**config.mk**
```make
export PLATFORM = sky130hd
export DESIGN_NAME = seg7_scan_decoder
export DESIGN_NICKNAME = d
export VERILOG_FILES = /design/src/rtl/seg7_pkg.sv /design/src/rtl/seg7_decode.sv /design/src/rtl/seg7_scan_decoder.sv
export SDC_FILE = /design/constraint.sdc
export NUM_CORES = 1
export LEC_CHECK = 0
export ABC_AREA = 1
export BUFFER_PORTS_ARGS = -buffer_cell sky130_fd_sc_hd__buf_2
export CAP_MARGIN = 30
export CORE_MARGIN = 8
export CORE_UTILIZATION = 60
export DETAILED_ROUTE_END_ITERATION = 16
export HOLD_SLACK_MARGIN = 0.05
export PLACE_DENSITY = 0.81
export RECOVER_POWER = 100
export SLEW_MARGIN = 40
export SYNTH_ARGS = -nofsm -noshare
export SYNTH_HDL_FRONTEND = slang
export SYNTH_HIERARCHICAL = 1
export SYNTH_SLANG_ARGS = --single-unit
```
**constraint.sdc**
```tcl
create_clock -name clk -period 3.5 [get_ports clk]
set_input_delay 0.525 -clock clk [delete_from_list [all_inputs] [get_ports clk]]
set_output_delay 0.525 -clock clk [all_outputs]
set_load 0.01 [all_outputs]
```
**src/rtl/seg7_pkg.sv**
```systemverilog
// -----------------------------------------------------------------------------
// seg7_pkg
//   Shared constants for the multiplexed 7-segment scan decoder:
//   - SEG_0..SEG_F : active-low segment patterns {G,F,E,D,C,B,A} of the team
//                    7-segment encoder for nibbles 0x0..0xF
//   - SEG_BLANK    : all segments off
//   - AN_DIG0..3   : active-low anode codes selecting one digit
//   - digit_idx_t  : index of one of the four digits
// -----------------------------------------------------------------------------
package seg7_pkg;

    typedef logic [1:0] digit_idx_t;

    localparam logic [6:0] SEG_0     = 7'b1000000;
    localparam logic [6:0] SEG_1     = 7'b1111001;
    localparam logic [6:0] SEG_2     = 7'b0100100;
    localparam logic [6:0] SEG_3     = 7'b0110000;
    localparam logic [6:0] SEG_4     = 7'b0011001;
    localparam logic [6:0] SEG_5     = 7'b0010010;
    localparam logic [6:0] SEG_6     = 7'b0000010;
    localparam logic [6:0] SEG_7     = 7'b1111000;
    localparam logic [6:0] SEG_8     = 7'b0000000;
    localparam logic [6:0] SEG_9     = 7'b0010000;
    localparam logic [6:0] SEG_A     = 7'b0001000;
    localparam logic [6:0] SEG_B     = 7'b0000011;
    localparam logic [6:0] SEG_C     = 7'b1000110;
    localparam logic [6:0] SEG_D     = 7'b0100001;
    localparam logic [6:0] SEG_E     = 7'b0000110;
    localparam logic [6:0] SEG_F     = 7'b0001110;
    localparam logic [6:0] SEG_BLANK = 7'h7F;

    localparam logic [3:0] AN_DIG0 = 4'hE;
    localparam logic [3:0] AN_DIG1 = 4'hD;
    localparam logic [3:0] AN_DIG2 = 4'hB;
    localparam logic [3:0] AN_DIG3 = 4'h7;
    localparam logic [3:0] AN_IDLE = 4'hF;

    // One-hot mask of a digit index, used for the frame "seen" mask.
    function automatic logic [3:0] digit_onehot(input digit_idx_t idx);
        return 4'b0001 << idx;
    endfunction

endpackage

```
**src/rtl/seg7_decode.sv**
```systemverilog
// -----------------------------------------------------------------------------
// seg7_decode
//   Purely combinational inverse of the team 7-segment encoder.
//   Ports:
//     seg    in  7  active-low segment pattern {G,F,E,D,C,B,A}
//     nibble out 4  decoded value (0 when blank or err)
//     blank  out 1  pattern is all segments off
//     err    out 1  pattern is neither a digit nor blank
// -----------------------------------------------------------------------------
module seg7_decode
    import seg7_pkg::*;
(
    input  logic [6:0] seg,
    output logic [3:0] nibble,
    output logic       blank,
    output logic       err
);

    always_comb begin
        // NOTE: every output gets a default before the case so no path leaves
        // one unassigned, which would otherwise infer a latch.
        nibble = 4'h0;
        blank  = 1'b0;
        err    = 1'b0;
        case (seg)
            SEG_0:     nibble = 4'h0;
            SEG_1:     nibble = 4'h1;
            SEG_2:     nibble = 4'h2;
            SEG_3:     nibble = 4'h3;
            SEG_4:     nibble = 4'h4;
            SEG_5:     nibble = 4'h5;
            SEG_6:     nibble = 4'h6;
            SEG_7:     nibble = 4'h7;
            SEG_8:     nibble = 4'h8;
            SEG_9:     nibble = 4'h9;
            SEG_A:     nibble = 4'hA;
            SEG_B:     nibble = 4'hB;
            SEG_C:     nibble = 4'hC;
            SEG_D:     nibble = 4'hD;
            SEG_E:     nibble = 4'hE;
            SEG_F:     nibble = 4'hF;
            SEG_BLANK: blank  = 1'b1;
            default:   err    = 1'b1;
        endcase
    end

endmodule

```
**src/rtl/seg7_scan_decoder.sv**
```systemverilog
// -----------------------------------------------------------------------------
// seg7_scan_decoder
//   Watches the pins of a multiplexed 4-digit 7-segment display and recovers
//   the value shown on each digit. A digit is committed once its selection and
//   pattern have been sampled STABLE_CNT times in a row; all digit flags are
//   invalidated after TIMEOUT cycles without any commit.
//   Parameters:
//     STABLE_CNT  identical samples needed to commit (1..15)
//     TIMEOUT     cycles without commit before invalidation (16..65535)
//   Ports:
//     clk, rst_n          clock (rising edge), async active-low reset
//     Ai[3:0]             anode enables, active low, one bit per digit
//     Ci[6:0]             segment cathodes, active low, {G,F,E,D,C,B,A}
//     Di                  decimal point, active low
//     bcd0..bcd3[3:0]     last decoded value of each digit
//     dp[3:0]             decimal point per digit, active high
//     dig_valid[3:0]      digit holds a committed decodable value
//     dig_blank[3:0]      digit last committed with all segments off
//     dig_err[3:0]        digit last committed with an undecodable pattern
//     frame_done          one-cycle pulse once all four digits have committed
// -----------------------------------------------------------------------------
module seg7_scan_decoder
    import seg7_pkg::*;
#(
    parameter int unsigned STABLE_CNT = 2,
    parameter int unsigned TIMEOUT    = 1024
) (
    input  logic       clk,
    input  logic       rst_n,
    input  logic [3:0] Ai,
    input  logic [6:0] Ci,
    input  logic       Di,
    output logic [3:0] bcd0,
    output logic [3:0] bcd1,
    output logic [3:0] bcd2,
    output logic [3:0] bcd3,
    output logic [3:0] dp,
    output logic [3:0] dig_valid,
    output logic [3:0] dig_blank,
    output logic [3:0] dig_err,
    output logic       frame_done
);

    localparam logic [3:0]  STABLE_MAX   = 4'(STABLE_CNT);
    localparam logic [15:0] TIMEOUT_MAX  = 16'(TIMEOUT);
    localparam logic [15:0] TIMEOUT_LAST = 16'(TIMEOUT - 1);

    // Input stage (q) and the previous sample (p) used for the stability test.
    logic [3:0] ai_q, ai_p;
    logic [6:0] ci_q, ci_p;
    logic       di_q, di_p;

    always_ff @(posedge clk or negedge rst_n) begin
        if (!rst_n) begin
            ai_q <= AN_IDLE;
            ci_q <= SEG_BLANK;
            di_q <= 1'b1;
            ai_p <= AN_IDLE;
            ci_p <= SEG_BLANK;
            di_p <= 1'b1;
        end else begin
            // NOTE: non-blocking assignments let ai_p take the old ai_q on the
            // same edge that ai_q takes the pin; blocking would collapse the
            // two stages into one.
            ai_q <= Ai;
            ci_q <= Ci;
            di_q <= Di;
            ai_p <= ai_q;
            ci_p <= ci_q;
            di_p <= di_q;
        end
    end

    // Legal selection: exactly one anode low. Idle and multi-select both fall
    // into the default arm.
    logic       legal;
    digit_idx_t idx;

    always_comb begin
        legal = 1'b1;
        idx   = 2'd0;
        case (ai_q)
            AN_DIG0: idx = 2'd0;
            AN_DIG1: idx = 2'd1;
            AN_DIG2: idx = 2'd2;
            AN_DIG3: idx = 2'd3;
            default: legal = 1'b0;
        endcase
    end

    // Stability counter: reloads to 1 on a new sample, saturates at
    // STABLE_MAX, and is held at 0 while the selection is not legal.
    logic       same;
    logic [3:0] stab_cnt, stab_next;
    logic       commit;

    assign same = ({ai_q, ci_q, di_q} == {ai_p, ci_p, di_p});

    always_comb begin
        stab_next = 4'd0;
        if (legal) begin
            if (!same)
                stab_next = 4'd1;
            else if (stab_cnt < STABLE_MAX)
                stab_next = stab_cnt + 4'd1;
            else
                stab_next = stab_cnt;
        end
    end

    // Commit only on the transition into STABLE_MAX; a new sample counts as
    // a transition so STABLE_CNT=1 still commits once per dwell.
    assign commit = legal && (stab_next == STABLE_MAX) &&
                    (!same || (stab_cnt != STABLE_MAX));

    logic [3:0] dec_nibble;
    logic       dec_blank;
    logic       dec_err;

    seg7_decode u_decode (
        .seg    (ci_q),
        .nibble (dec_nibble),
        .blank  (dec_blank),
        .err    (dec_err)
    );

    // Timeout fires once, on the edge the idle count reaches TIMEOUT; a commit
    // on that same edge takes priority.
    logic [15:0] tmo_cnt;
    logic        timeout;

    assign timeout = !commit && (tmo_cnt == TIMEOUT_LAST);

    logic [3:0] seen, seen_with;
    logic       frame_hit;

    assign seen_with = seen | (commit ? digit_onehot(idx) : 4'h0);
    assign frame_hit = commit && (seen_with == 4'hF);

    logic [3:0][3:0] bcd_r;

    always_ff @(posedge clk or negedge rst_n) begin
        if (!rst_n) begin
            stab_cnt   <= 4'd0;
            tmo_cnt    <= 16'd0;
            seen       <= 4'h0;
            // NOTE: bcd_r is a four-entry register bank, not a RAM, so it is
            // reset with the rest of the state.
            bcd_r      <= '0;
            dp         <= 4'h0;
            dig_valid  <= 4'h0;
            dig_blank  <= 4'h0;
            dig_err    <= 4'h0;
            frame_done <= 1'b0;
        end else begin
            stab_cnt   <= stab_next;
            frame_done <= frame_hit;

            if (commit)
                tmo_cnt <= 16'd0;
            else if (tmo_cnt != TIMEOUT_MAX)
                tmo_cnt <= tmo_cnt + 16'd1;

            if (frame_hit || timeout)
                seen <= 4'h0;
            else
                seen <= seen_with;

            if (commit) begin
                dp[idx]        <= ~di_q;
                dig_valid[idx] <= ~(dec_blank | dec_err);
                dig_blank[idx] <= dec_blank;
                dig_err[idx]   <= dec_err;
                if (!dec_blank && !dec_err)
                    bcd_r[idx] <= dec_nibble;
            end else if (timeout) begin
                dig_valid <= 4'h0;
                dig_blank <= 4'h0;
                dig_err   <= 4'h0;
            end
        end
    end

    assign bcd0 = bcd_r[0];
    assign bcd1 = bcd_r[1];
    assign bcd2 = bcd_r[2];
    assign bcd3 = bcd_r[3];

endmodule

```
After elaboration in Yosys (flattened, before gate mapping)
Cells that the tools add are included.
Widths: inputs -> output; s select.
- register bits after elaboration: 81
- bits in latches: 0
- RAM bits: 0
- memory bits (read-only): 0
- logic and storage cells: 96
- memories: 0
- add/subtract/negate cells: 2
- $mul: 0
- div/mod/pow operators: 0
- $lt $le $gt $ge: 3
- equal/unequal tests: 26
- shifts and indexed selects: 1
- muxes and demuxes: 25
- bitwise gates (word level): 4
- reductions and logical operators: 17
- operators with widths (cell ; count):
    $pmux 4 s15 ; 1
    $mux 4 ; 10
    $eq 7x7->1 const B ; 5
    $mux 16 ; 2
    $eq 7x5->1 const B ; 3
    $eq 7x6->1 const B ; 3
    $reduce_or 17->1 ; 1
    $add 16x1->16 const B ; 1
    $bwmux 16 ; 1
    $bwmux 4 ; 4
    $eq 16x10->1 const B ; 1
    $eq 4x4->1 const B ; 4
    $ne 16x11->1 const B ; 1
    $eq 7x2->1 const B ; 2
    $eq 7x4->1 const B ; 2
    $eq 12x12->1 ; 1
    $demux 4 s2 ; 1
    $eq 7x3->1 const B ; 1
    $logic_not 7->1 ; 1
    $logic_and 1x1->1 ; 6
    $pmux 2 s3 ; 1
    $add 4x1->4 const B ; 1
    $eq 4x2->1 const B ; 1
    $eq 4x3->1 const B ; 1
    other kinds (15) ; 23

Logic depth before layout (Yosys ltp)
Gate-level depths: netlist of the first run.
- depth after elaboration: 13
- depth in mapped cells: 15
- depth with buffers taken out: 15

Hierarchy
The synthesis of the first run kept the hierarchy.
- modules (own cells, without submodules) (module ; instances ; cells an instance ; area an instance (µm²) ; seq. area each (µm²)):
    seg7_scan_decoder ; 1 ; 372 ; 3547.2 ; 2057.0
    seg7_decode ; 1 ; 77 ; 354.1 ; 0.0

Least setup slack after synthesis of the first run
Ideal clock, no wire load.
- kind: reg-to-reg
- from: register ci_q[4]
- to: register bcd_r (netlist bit bcd0[3])
- library setup time: 122 ps
- arrival: 1912 ps
- data required time: 3378 ps
- path slack: 1466 ps
- stages on the path, launching flop included: 12
- cells stage by stage: dfstp_2 > inv_1 > nor3_1 > nand2_1 > nand2_1 > nor2_2 > nand2_1 > nor2_2 > nor2_1 > nand2_2 > nand2_1 > o21ai_1
- longest elaborated chain between the ends: 7
- elaborated cells between the ends (all ways): 32
- classes of those cells: eq/ne (18); mux (5); reduce/logical (9)
- RTL lines (item ; RTL line ; RTL):
    start: declaration ; seg7_scan_decoder.sv:50 ; logic [6:0] ci_q, ci_p;
    start signal: assignment ; seg7_scan_decoder.sv:66 ; ci_q <= Ci;
    $eq 12x12->1 ; seg7_scan_decoder.sv:97 ; assign same = ({ai_q, ci_q, di_q} == {ai_p, ci_p, di_p});
    $mux 4 ; seg7_scan_decoder.sv:102 ; if (!same)
    $mux 4 ; seg7_scan_decoder.sv:101 ; if (legal) begin
    $eq 4x2->1 ; seg7_scan_decoder.sv:113 ; assign commit = legal && (stab_next == STABLE_MAX) &&
    $logic_and 1x1->1 (2 in a row) ; seg7_scan_decoder.sv:113 ;
    $reduce_and 2->1 (no source line) ; n/a ;
    end signal: indexed assignment ; seg7_scan_decoder.sv:175 ; bcd_r[idx] <= dec_nibble;
    end: declaration ; seg7_scan_decoder.sv:140 ; logic [3:0][3:0] bcd_r;
Parallel ways exist; a longest one is shown, timed or not.
A chain may end at the register's enable or synchronous reset.

Final worst setup path of the first run
- from: register ci_q[1]
- to: register bcd_r (netlist bit bcd0[3])
- longest elaborated chain between the ends: 7
- elaborated cells between the ends (all ways): 32
- classes of those cells: eq/ne (18); mux (5); reduce/logical (9)
- RTL lines (item ; RTL line ; RTL):
    $eq 12x12->1 ; seg7_scan_decoder.sv:97 ;
    $mux 4 ; seg7_scan_decoder.sv:102 ;
    $mux 4 ; seg7_scan_decoder.sv:101 ;
    net stab_next[1] ; seg7_scan_decoder.sv:94 ; logic [3:0] stab_cnt, stab_next;
    $eq 4x2->1 ; seg7_scan_decoder.sv:113 ;
    $logic_and 1x1->1 (2 in a row) ; seg7_scan_decoder.sv:113 ;
    $reduce_and 2->1 (no source line) ; n/a ;
The timed path passes the listed nets, and every way through them passes these cells.

==> results of run 1 <==
==> layout by cell type, fill, tap and decap left out <==
master      instances
a211oi_1            2
a21oi_1             8
a21oi_2             1
a22o_1              1
a31oi_1             1
buf_2              12
bufinv_16           1
clkbuf_1           34
clkbuf_2            1
clkbuf_8            9
clkinv_2            2
clkinv_4            2
clkinvlp_4          2
dfrtp_1            57
dfstp_1            12
dfstp_2            12
ha_1                4
inv_1              61
inv_2               9
inv_6               1
nand2_1           113
nand2_2            11
nand2_4             4
nand3_1            20
nand3_2             3
nand3_4             4
nand4_1             9
nor2_1             50
nor2_2              5
nor2_4              3
nor3_1             11
nor3b_1             2
nor4_1              3
o21a_1              1
o21ai_0            20
o21ai_1             8
o21ai_2             2
xnor2_1             4
xor2_1              5
==> per-stage QoR <==
step | area [µm²] | cells | utilization [%]
finish | 4323 | 587 | 68.47
global route | 4323 | 587 | 68.47
detailed placement | 4223 | 571 | 66.88
global placement | 4219 | 571 | 66.83
CTS | 4418 | 587 | 69.98
floorplan | 3901 | 449 | -
==> cells by family after synthesis <==
family / count (synthesis) / synth area share [%]
simple gates: 238 / 30.34
flops: 81 / 52.73
fa+ha+maj: 4 / 1.283
buf+inv: 73 / 7.376
xor+xnor: 9 / 2.020
compound gates: 44 / 6.254
==> final timing paths <==
check / start / to / slack [ns]
max: ci_q[1]$_DFF_PN1_ / bcd0[3]$_DFFE_PN0P_ / 0.66
min: Ci[6] / ci_q[6]$_DFF_PN1_ / 0.27
max reg2reg: ci_q[1]$_DFF_PN1_ / bcd0[3]$_DFFE_PN0P_ / 0.66
min reg2reg: ai_q[0]$_DFF_PN1_ / ai_p[0]$_DFF_PN1_ / 0.42
max in group asynchronous: rst_n / bcd1[1]$_DFFE_PN0P_ / 1.62
min in group asynchronous: rst_n / stab_cnt[0]$_DFF_PN0_ / 0.71
==> worst max-delay path: stages (launching register included) <==
cell and delay, ns:
dfstp_1 0.66, xnor2_1 0.15, nand2_1 0.06, nor2_1 0.30, nand3_1 0.19, nor2_1 0.60, nand3_4 0.23, clkinv_2 0.10
nand2_1 0.18, nand2_1 0.13, o21ai_0 0.10
==> power by group through the flow <==
stage	clock (mW)	sequential, mW	combinational (mW)
floorplan	0	0.993	0.0559
global placement	0	0.995	0.0906
detailed placement	0	0.997	0.0922
CTS	0.695	0.980	0.0933
global route	0.733	0.979	0.103
finish	0.678	0.976	0.0891
==> sequential cells by signal (all words and copies together) (netlist names), 4 cells and up <==
name / count
dp: 4
seen: 4
bcd3: 4
ai_q: 4
bcd1: 4
bcd0: 4
ai_p: 4
dig_blank: 4
dig_err: 4
dig_valid: 4
stab_cnt: 4
tmo_cnt: 16
ci_p: 7
bcd2: 4
ci_q: 7
==> final cells by class <==
cell class	count	area, µm²
fillers	535	1991
multi-input cells	295	1509
clock inverters	6	67.56
well taps	77	96.34
inverters	72	276.5
clock buffers	10	127.6
repair buffers	46	188.9
flip-flops and latches	81	2057
==> cell usage after synthesis (all sizes together) (2+ instances only) <==
master / number / share of area (%)
inv: 70 / 6.7
nor2: 58 / 6.9
nand4: 9 / 1.6
a21oi: 9 / 1.3
xor2: 5 / 1.1
nand3: 27 / 5.3
nand2: 128 / 14
nor3: 11 / 1.4
dfstp: 24 / 16
xnor2: 4 / 0.90
ha: 4 / 1.3
dfrtp: 57 / 37
o21ai: 30 / 4.0
a211oi: 2 / 0.38
nor4: 3 / 0.48
nor3b: 2 / 0.38
clkinv: 2 / 0.35
==> routing by layer <==
metal	vias up	global-route usage [%]	wire length [µm]	share of wire (%)
li1	1521	-	-	-
met1	1457	20.82	3594	45
met2	66	29.53	3927	49
met3	12	3.912	301	3.8
met4	0	6.864	131	1.6
met5	-	0	0	0
==> results.json, run 1 <==
{
  "outcome": "finished, violations left",
  "violations": "capacitance limit, slew limit",
  "avgSynthCellArea_um2": 8.689,
  "vdd_ir_drop_max_uv": 323.7,
  "synth.distinct_cells": 34,
  "cts_setup_buffers": 0,
  "power.switching_mw": 0.4264,
  "cts_buffers": 9,
  "synth_fp_nets": 467,
  "synth_edf_count": 0,
  "via_per_inst": 5.206,
  "ys_seq_area_share_pct": 52.73,
  "area_growth_pct": 10.81,
  "initial_core_util_pct": 61.79,
  "routedWlPerCell_um": 13.55,
  "antenna_left": 0,
  "clock_skew_ns": 0.006781,
  "rr_worst_depth": 10,
  "gp_congestion": 0.9881,
  "cts_tree": "yes",
  "final.period_utilization_pct": 81.22,
  "grt_pass1_wl_um": 13680,
  "drive_gt1_share_pct": 16.47,
  "hold_depth": 1,
  "syn_area_mm2": 0.003901,
  "synth-seq-cells": 81,
  "ctsHoldBuffers": 0,
  "worstMarginPinSlew_ns": 1.976,
  "hold_viol": 0,
  "drtPass1Iterations": 4,
  "root_buffer": "clkbuf_8",
  "fmaxAchievable_mhz": 351.8,
  "finalMaxSlewViolations": 82,
  "finalWirelength_um": 7955,
  "drc": 0,
  "cts_resized": 0,
  "worstPathMaxFanout": 9,
  "p_clk_share_pct": 38.9,
  "internal-power_mw": 1.317,
  "finalSetupViolations": 0,
  "cts_sinks": 81,
  "preCtsSetupSlack_ns": 1.138,
  "clock_path_buffers": 2,
  "synthFlopType": "dfrtp_1",
  "hold_class": "primary input to flop",
  "syn_inst": 449,
  "drv_cap": 1,
  "num_vias": 3056,
  "clk_latency_ns": 0.36,
  "leakagePower_nw": 2.201,
  "fin_tns_setup_ns": 0,
  "max_slew_margin_pct": -31.72,
  "pwr-share-comb_pct": 5.1,
  "antenna_found_initial": 0,
  "fin_ws_ns": 0.6572,
  "h-tree-depth": 3,
  "crit_type": "flop to flop",
  "pwr-share-seq_pct": 56.0,
  "grt_pass1_vias": 3056,
  "fp.dieW_um": 96.64,
  "cp-end-kind": "flop",
  "powerDensity_mw_per_mm2": 403.3,
  "die_h_um": 96.64,
  "required_ns": 3.73,
  "finalCriticalPeriod_ns": 2.843,
  "holdWs_ns": 0.2671,
  "grt_max_degree": 82,
  "switching_share_pct": 24.46,
  "async_flop_share_pct": 100.0,
  "dp_hpwl_um": 5750,
  "core_mm2": 0.006314,
  "grt_usage_pct": 17.40,
  "path_clk_slew_ns": 0.08,
  "grt.overflow.total": 0,
  "drtIter0Drc": 140,
  "critPathLaunchType": "flop",
  "fp-row-count": 29,
  "finalNetCount": 523,
  "io_pins": 47,
  "p_total_mw": 1.743,
  "rsz0062_at_grt": "no",
  "worstPathArrival_ns": 3.07,
  "n_antenna_cell": 0,
  "portBuffers": 46,
  "dieArea_mm2": 0.009338,
  "yosys_warnings": 6
}
No activity file was read; power rests on OpenSTA's default activity.
==> run 2, diff against run 1 <==
--- a/config.mk
+++ b/config.mk
@@ -5,14 +5,14 @@
 export SDC_FILE = /design/constraint.sdc
 export NUM_CORES = 1
 export LEC_CHECK = 0
-export ABC_AREA = 1
+export ABC_AREA = 0
 export BUFFER_PORTS_ARGS = -buffer_cell sky130_fd_sc_hd__buf_2
 export CAP_MARGIN = 30
 export CORE_MARGIN = 8
-export CORE_UTILIZATION = 60
+export CORE_UTILIZATION = 58
 export DETAILED_ROUTE_END_ITERATION = 16
 export HOLD_SLACK_MARGIN = 0.05
-export PLACE_DENSITY = 0.81
+export PLACE_DENSITY = 0.79
 export RECOVER_POWER = 100
 export SLEW_MARGIN = 40
 export SYNTH_ARGS = -nofsm -noshare
==> constraint.sdc (replaced) <==
create_clock -name clk -period 2.74 [get_ports clk]
set_input_delay 0.411 -clock clk [delete_from_list [all_inputs] [get_ports clk]]
set_output_delay 0.411 -clock clk [all_outputs]
set_load 0.01 [all_outputs]
==> run 2 against run 1 <==
Effect of this change:
- power rose by 43%
- utilization shrank 1.9 points
- the run still ends with capacitance limit, slew limit left
- first-iteration DRC count increased by 7.9%
==> results.json, run 2 <==
{
  "r2r-end": "bcd3[1]$_DFFE_PN0P_",
  "drc": 0,
  "finalCriticalPeriod_ns": 2.649,
  "drv_cap": 1,
  "clk_latency_ns": 0.36,
  "grt_pass1_vias": 2954,
  "reg2reg_slack_ns": 0.09,
  "synth_fp_nets": 374,
  "synthFlopType": "dfrtp_1",
  "die_h_um": 98,
  "avgSynthCellArea_um2": 10.96,
  "cts_sinks": 81,
  "n_antenna_cell": 0,
  "yosys_warnings": 6,
  "critPathLaunchType": "flop",
  "cts_tree": "yes",
  "area_growth_pct": 13.41,
  "initial_core_util_pct": 58.70,
  "finalSetupViolations": 0,
  "antenna_found_initial": 0,
  "dieArea_mm2": 0.009604,
  "ctsHoldBuffers": 0,
  "core_mm2": 0.006644,
  "yosysTopAreaCell": "dfrtp_1",
  "syn_area_mm2": 0.003900,
  "cp-end-kind": "flop",
  "via_per_inst": 5.882,
  "routedWlPerCell_um": 16.91,
  "hold_class": "primary input to flop",
  "leakagePower_nw": 1.905,
  "powerDensity_mw_per_mm2": 565.5,
  "synth_top_area_share_pct": 36.57,
  "largest_register_ffs": 16,
  "hold_depth": 1,
  "h-tree-depth": 3,
  "p_total_mw": 2.501,
  "synth.distinct_cells": 61,
  "rr_worst_depth": 7,
  "grt_pass1_wl_um": 14070,
  "fp-row-count": 30,
  "dp_hpwl_um": 5824,
  "hold_viol": 0,
  "gp_congestion": 0.8624,
  "drtIter0Drc": 151,
  "worstMarginPinSlew_ns": 1.903,
  "crit_type": "flop to flop",
  "final_common_cell": "dfrtp_1",
  "finalWirelength_um": 8335,
  "reg_top3": "tmo_cnt: 16 flops, ci_p: 7 flops, ci_q: 7 flops",
  "clock_path_buffers": 2,
  "root_buffer": "clkbuf_8",
  "grt_max_degree": 82,
  "final_cell_mix": "dfrtp_1 (57), clkbuf_1 (37), nor2_1 (30), nand2_1 (29), xnor2_1 (18)",
  "max_slew_margin_pct": -26.86,
  "io_pins": 47,
  "final.period_utilization_pct": 96.67,
  "antenna_left": 0,
  "post-route-util_pct": 66.57,
  "hold_path_end": "ci_q[5]$_DFF_PN1_",
  "vdd_ir_drop_max_uv": 336.7,
  "cts_buffers": 9,
  "drtPass1Iterations": 4,
  "fp.dieW_um": 98,
  "drive_gt1_share_pct": 20.34,
  "num_vias": 2900,
  "outcome": "finished, violations left",
  "path_clk_slew_ns": 0.08,
  "timing.rr.start": "stab_cnt[0]$_DFF_PN0_",
  "violations": "capacitance limit, slew limit",
  "async_flop_share_pct": 100.0,
  "ys_top_cells_by_count": "dfrtp_1 (57), nor2_1 (31), nand2_1 (29)",
  "grt.overflow.total": 0,
  "grt_usage_pct": 17.87,
  "worstPathMaxFanout": 5,
  "finalMaxSlewViolations": 82,
  "syn_inst": 356,
  "finalNetCount": 426,
  "synth_edf_count": 0,
  "synth.most_common_cell": "dfrtp_1",
  "synth.area.top_cells": "dfrtp_1 (37%), dfstp_2 (16%), mux2_2 (4.6%), xnor2_1 (4.0%), nor2_1 (3.0%)",
  "clock_skew_ns": 0.01055,
  "largest-register": "tmo_cnt",
  "fmaxAchievable_mhz": 377.5,
  "synth-seq-cells": 81,
  "rsz0062_at_grt": "yes",
  "portBuffers": 46,
  "ys_seq_area_share_pct": 52.74,
  "worstPathArrival_ns": 2.89,
  "hold_start": "Ci[5]",
  "required_ns": 2.98
}
==> run 2: cell types whose count changed after synthesis, moves of 6 or more <==
cell,change
and3_1,+8
o21ai_1,-15
xor2_1,+7
buf_2,+7
inv_1,-51
o2bb2ai_1,+8
inv_2,-12
nor2_1,-18
nand2_2,-13
nand2_4,-6
mux2_2,+16
xnor2_1,+14
nand2_1,-80
==> run 2: cells by family (layout without fill, tap and decap cells) <==
logic type / after synthesis / count (layout) / share of synthesized area (%)
simple gates: 149 / 149 / 21.50
flops: 81 / 81 / 52.74
compound gates: 50 / 50 / 9.401
xor+xnor: 30 / 30 / 6.737
buf+inv: 24 / 81 / 3.208
mux: 18 / 18 / 5.133
fa+ha+maj: 4 / 4 / 1.283
==> run 2: layout make-up <==
type	count	area, µm²
clock buffers	10	127.6
clock inverters	6	115.1
repair buffers	58	267.8
inverters	7	26.28
fillers	528	2221
flip-flops and latches	81	2057
well taps	80	100.1
multi-input cells	251	1729
==> run 2: worst max-delay path, stage by stage, from the launching register on <==
cell and delay, ns:
dfrtp_1 0.38, inv_1 0.08, ha_1 0.32, or4b_4 0.51, a21o_4 0.25, nor4_4 0.34, and3_2 0.31, mux2_2 0.35
==> run 2: where the power goes <==
group | internal, mW | switching (mW)
clock network | 0.610 | 0.445
registers | 1.24 | 0.0500
logic | 0.0657 | 0.0892
==> run 2: timing repair <==
item	CTS	global route
resized for setup	0	6
buffers inserted	0	2
endpoints found under the setup margin	0	19
==> run 2: how the worst max path moves through the flow <==
stage | from | endpoint | slack, ns | cells after the start
after floorplan | stab_cnt[0]$_DFF_PN0_ | bcd3[0]$_DFFE_PN0P_ | 0.15 | 8
after global placement | stab_cnt[0]$_DFF_PN0_ | bcd2[2]$_DFFE_PN0P_ | 0.19 | 7
after detailed placement | stab_cnt[0]$_DFF_PN0_ | bcd0[1]$_DFFE_PN0P_ | 0.08 | 7
after CTS | stab_cnt[0]$_DFF_PN0_ | bcd0[1]$_DFFE_PN0P_ | 0.06 | 7
after global routing | stab_cnt[0]$_DFF_PN0_ | bcd0[3]$_DFFE_PN0P_ | -0.02 | 7
final | stab_cnt[0]$_DFF_PN0_ | bcd3[1]$_DFFE_PN0P_ | 0.09 | 7
==> run 2: stage by stage <==
stage / instances / cell area, µm² / setup TNS, ns / setup WS, ns / hold slack (ns)
after floorplan: 356 / 3900 / 0 / 0.1466 / 0.1154
after global placement: 475 / 4209 / 0 / 0.1868 / 0.3942
after detailed placement: 475 / 4213 / 0 / 0.07792 / 0.3939
after CTS: 491 / 4456 / 0 / 0.06437 / 0.1009
after global routing: 493 / 4423 / -0.07337 / -0.01810 / 0.1131
final: 493 / 4423 / 0 / 0.09118 / 0.1409
==> run 2: layer usage <==
| metal | share of wire [%] | track usage, % | vias up |
|---|---|---|---|
| li1 | - | - | 1374 |
| met1 | 43 | 20.82 | 1422 |
| met2 | 49 | 30.35 | 87 |
| met3 | 6.3 | 5.690 | 17 |
| met4 | 1.7 | 5.995 | 0 |
| met5 | 0 | 0 | - |
==> run 3, diff against run 2 <==
--- a/config.mk
+++ b/config.mk
@@ -9,11 +9,11 @@
 export BUFFER_PORTS_ARGS = -buffer_cell sky130_fd_sc_hd__buf_2
 export CAP_MARGIN = 30
 export CORE_MARGIN = 8
-export CORE_UTILIZATION = 58
+export CORE_UTILIZATION = 23
 export DETAILED_ROUTE_END_ITERATION = 16
 export HOLD_SLACK_MARGIN = 0.05
-export PLACE_DENSITY = 0.79
 export RECOVER_POWER = 100
+export SETUP_SLACK_MARGIN = 0.3
 export SLEW_MARGIN = 40
 export SYNTH_ARGS = -nofsm -noshare
 export SYNTH_HDL_FRONTEND = slang
==> run 3 against run 2 <==
Effect of this change:
- the run still ends with capacitance limit, slew limit left
- largest cell class unchanged
- final cell count grew 30%
- global-route usage shrank 8.7 points
- non-clock buffer count grew 9
- hold slack gained 0.023 ns
- first-iteration DRC count grew 34%
- sequential power is essentially flat
- clock power grew 5%
- combinational power grew 5%
==> results.json, run 3 (synthesized netlist as in run 2, its figures left out) <==
{
  "outcome": "finished, violations left",
  "violations": "capacitance limit, slew limit",
  "cts_sinks": 81,
  "hold_start": "Ci[1]",
  "portBuffers": 46,
  "grt_pass1_vias": 2962,
  "post-route-util_pct": 28.63,
  "grt.overflow.total": 0,
  "reg_top3": "tmo_cnt: 16 flops, ci_p: 7 flops, ci_q: 7 flops",
  "finalCriticalPeriod_ns": 2.519,
  "h-tree-depth": 3,
  "hold_class": "primary input to flop",
  "r2r-end": "bcd2[3]$_DFFE_PN0P_",
  "final_common_cell": "dfrtp_1",
  "clock_path_buffers": 2,
  "final_cell_mix": "dfrtp_1 (57), clkbuf_1 (42), nor2_1 (29), nand2_1 (29), xnor2_1 (18)",
  "initial_core_util_pct": 23.52,
  "cts_tree": "yes",
  "drc": 0,
  "drive_gt1_share_pct": 18.96,
  "reg2reg_slack_ns": 0.22,
  "fmaxAchievable_mhz": 397.0,
  "antenna_left": 0,
  "dp_hpwl_um": 6759,
  "antenna_found_initial": 3,
  "worstPathMaxFanout": 12,
  "grt_pass1_wl_um": 15700,
  "crit_family": "simple AND/OR/NAND/NOR gates",
  "finalNetCount": 435,
  "slowest_delay_ns": 0.79,
  "gp_congestion": 0.7956,
  "root_buffer": "clkbuf_16",
  "crit_chain": "nor2b_1 -> a32oi_1 -> o311ai_2 -> a211oi_2 -> nor2_4 -> and3_4 -> mux2_1",
  "rr_worst_depth": 7,
  "clk_latency_ns": 0.34,
  "routedWlPerCell_um": 14.61,
  "holdWs_ns": 0.1638,
  "ctsHoldBuffers": 0,
  "p_total_mw": 2.564,
  "finalInstanceArea_mm2": 0.004747,
  "cp_slowest_cell": "dfstp_1",
  "worstMarginPinSlew_ns": 1.993,
  "drv_cap": 1,
  "fp-row-count": 47,
  "cts_buffers": 9,
  "clock_skew_ns": 0.006246,
  "required_ns": 2.96,
  "preCtsSetupSlack_ns": 0.1158,
  "hold_depth": 1,
  "hold_viol": 0,
  "hold_path_end": "ci_q[1]$_DFF_PN1_",
  "cp_num_buf_inv": 0,
  "path_clk_slew_ns": 0.06,
  "rsz0062_at_grt": "yes",
  "largest_register_ffs": 16,
  "crit_type": "flop to flop",
  "fp.dieW_um": 146.2,
  "fill_cells": 1772,
  "dieArea_mm2": 0.02138,
  "finalSetupViolations": 0,
  "grt_max_degree": 82,
  "grt_usage_pct": 9.143,
  "io_pins": 47,
  "drtIter0Drc": 203,
  "vdd_ir_drop_max_uv": 204.8,
  "num_vias": 2931,
  "fin_tns_setup_ns": 0,
  "finalWirelength_um": 9396,
  "area_growth_pct": 21.72,
  "fin_ws_ns": 0.2210,
  "dp.cells": 615,
  "critPathLaunchType": "flop",
  "drtPass1Iterations": 6,
  "timing.rr.start": "ci_q[5]$_DFF_PN1_",
  "worstPathArrival_ns": 2.74,
  "core_mm2": 0.01658,
  "powerDensity_mw_per_mm2": 540.1,
  "die_h_um": 146.2,
  "placed_area_mm2": 0.004390,
  "largest-register": "tmo_cnt",
  "finalMaxSlewViolations": 82,
  "via_per_inst": 4.558,
  "final.period_utilization_pct": 91.93,
  "post_layout_nonfiller_instances": 643,
  "cp-end-kind": "flop",
  "max_slew_margin_pct": -32.87,
  "leakagePower_nw": 1.962
}
[run 3: worst register-to-register path, cell delays in order (launching register included)]
cell	delay (ns)
dfstp_1	0.79
nor2b_1	0.34
a32oi_1	0.17
o311ai_2	0.13
a211oi_2	0.17
nor2_4	0.23
and3_4	0.25
mux2_1	0.33
[run 3: worst max-delay path by stage]
stage | start | end | slack, ns | cells past startpoint
floorplan | stab_cnt[1]$_DFF_PN0_ | bcd3[0]$_DFFE_PN0P_ | 0.15 | 7
CTS | stab_cnt[1]$_DFF_PN0_ | bcd2[3]$_DFFE_PN0P_ | 0.24 | 7
global route | ci_q[5]$_DFF_PN1_ | bcd1[3]$_DFFE_PN0P_ | 0.12 | 7
global placement | stab_cnt[0]$_DFF_PN0_ | bcd3[0]$_DFFE_PN0P_ | 0.19 | 7
finish | ci_q[5]$_DFF_PN1_ | bcd2[3]$_DFFE_PN0P_ | 0.22 | 7
detailed placement | stab_cnt[0]$_DFF_PN0_ | dig_valid[1]$_DFFE_PN0P_ | 0.12 | 7
[run 3: cell type report]
class,count,area [µm²],share of cell area (%)
antenna,1,2.502,0.05271
clock buffer,11,242.7,5.113
clock inverter,5,31.28,0.6589
inverter,7,26.28,0.5535
multi-input combinational,251,1785,37.61
sequential,81,2057,43.33
tap,220,275.3,5.799
timing repair buffer,67,326.6,6.879
[run 3: metal layers]
layer  track usage (%)  up-vias  share of wire, %
li1                  -     1394                 -
met1             11.75     1416                46
met2             13.36       94                46
met3             3.028       21               5.8
met4             4.791        6               2.3
met5                 0        -              0.39
[run 3: report_power, final]
group          total (mW)  internal, mW  switching [mW]
Sequential           1.29          1.24          0.0518
Clock                1.11         0.635           0.473
Combinational       0.162        0.0700          0.0920
Total                2.56          1.95           0.617
[run 3: repair_timing]
item                                    4_1_cts  5_1_grt
setup buffers                                 8        3
hold endpoints to repair                      0        0
endpoints found under the setup margin       32       26
gates cloned                                  0        0
pin swaps                                     7        4
gates resized for setup                      25        3
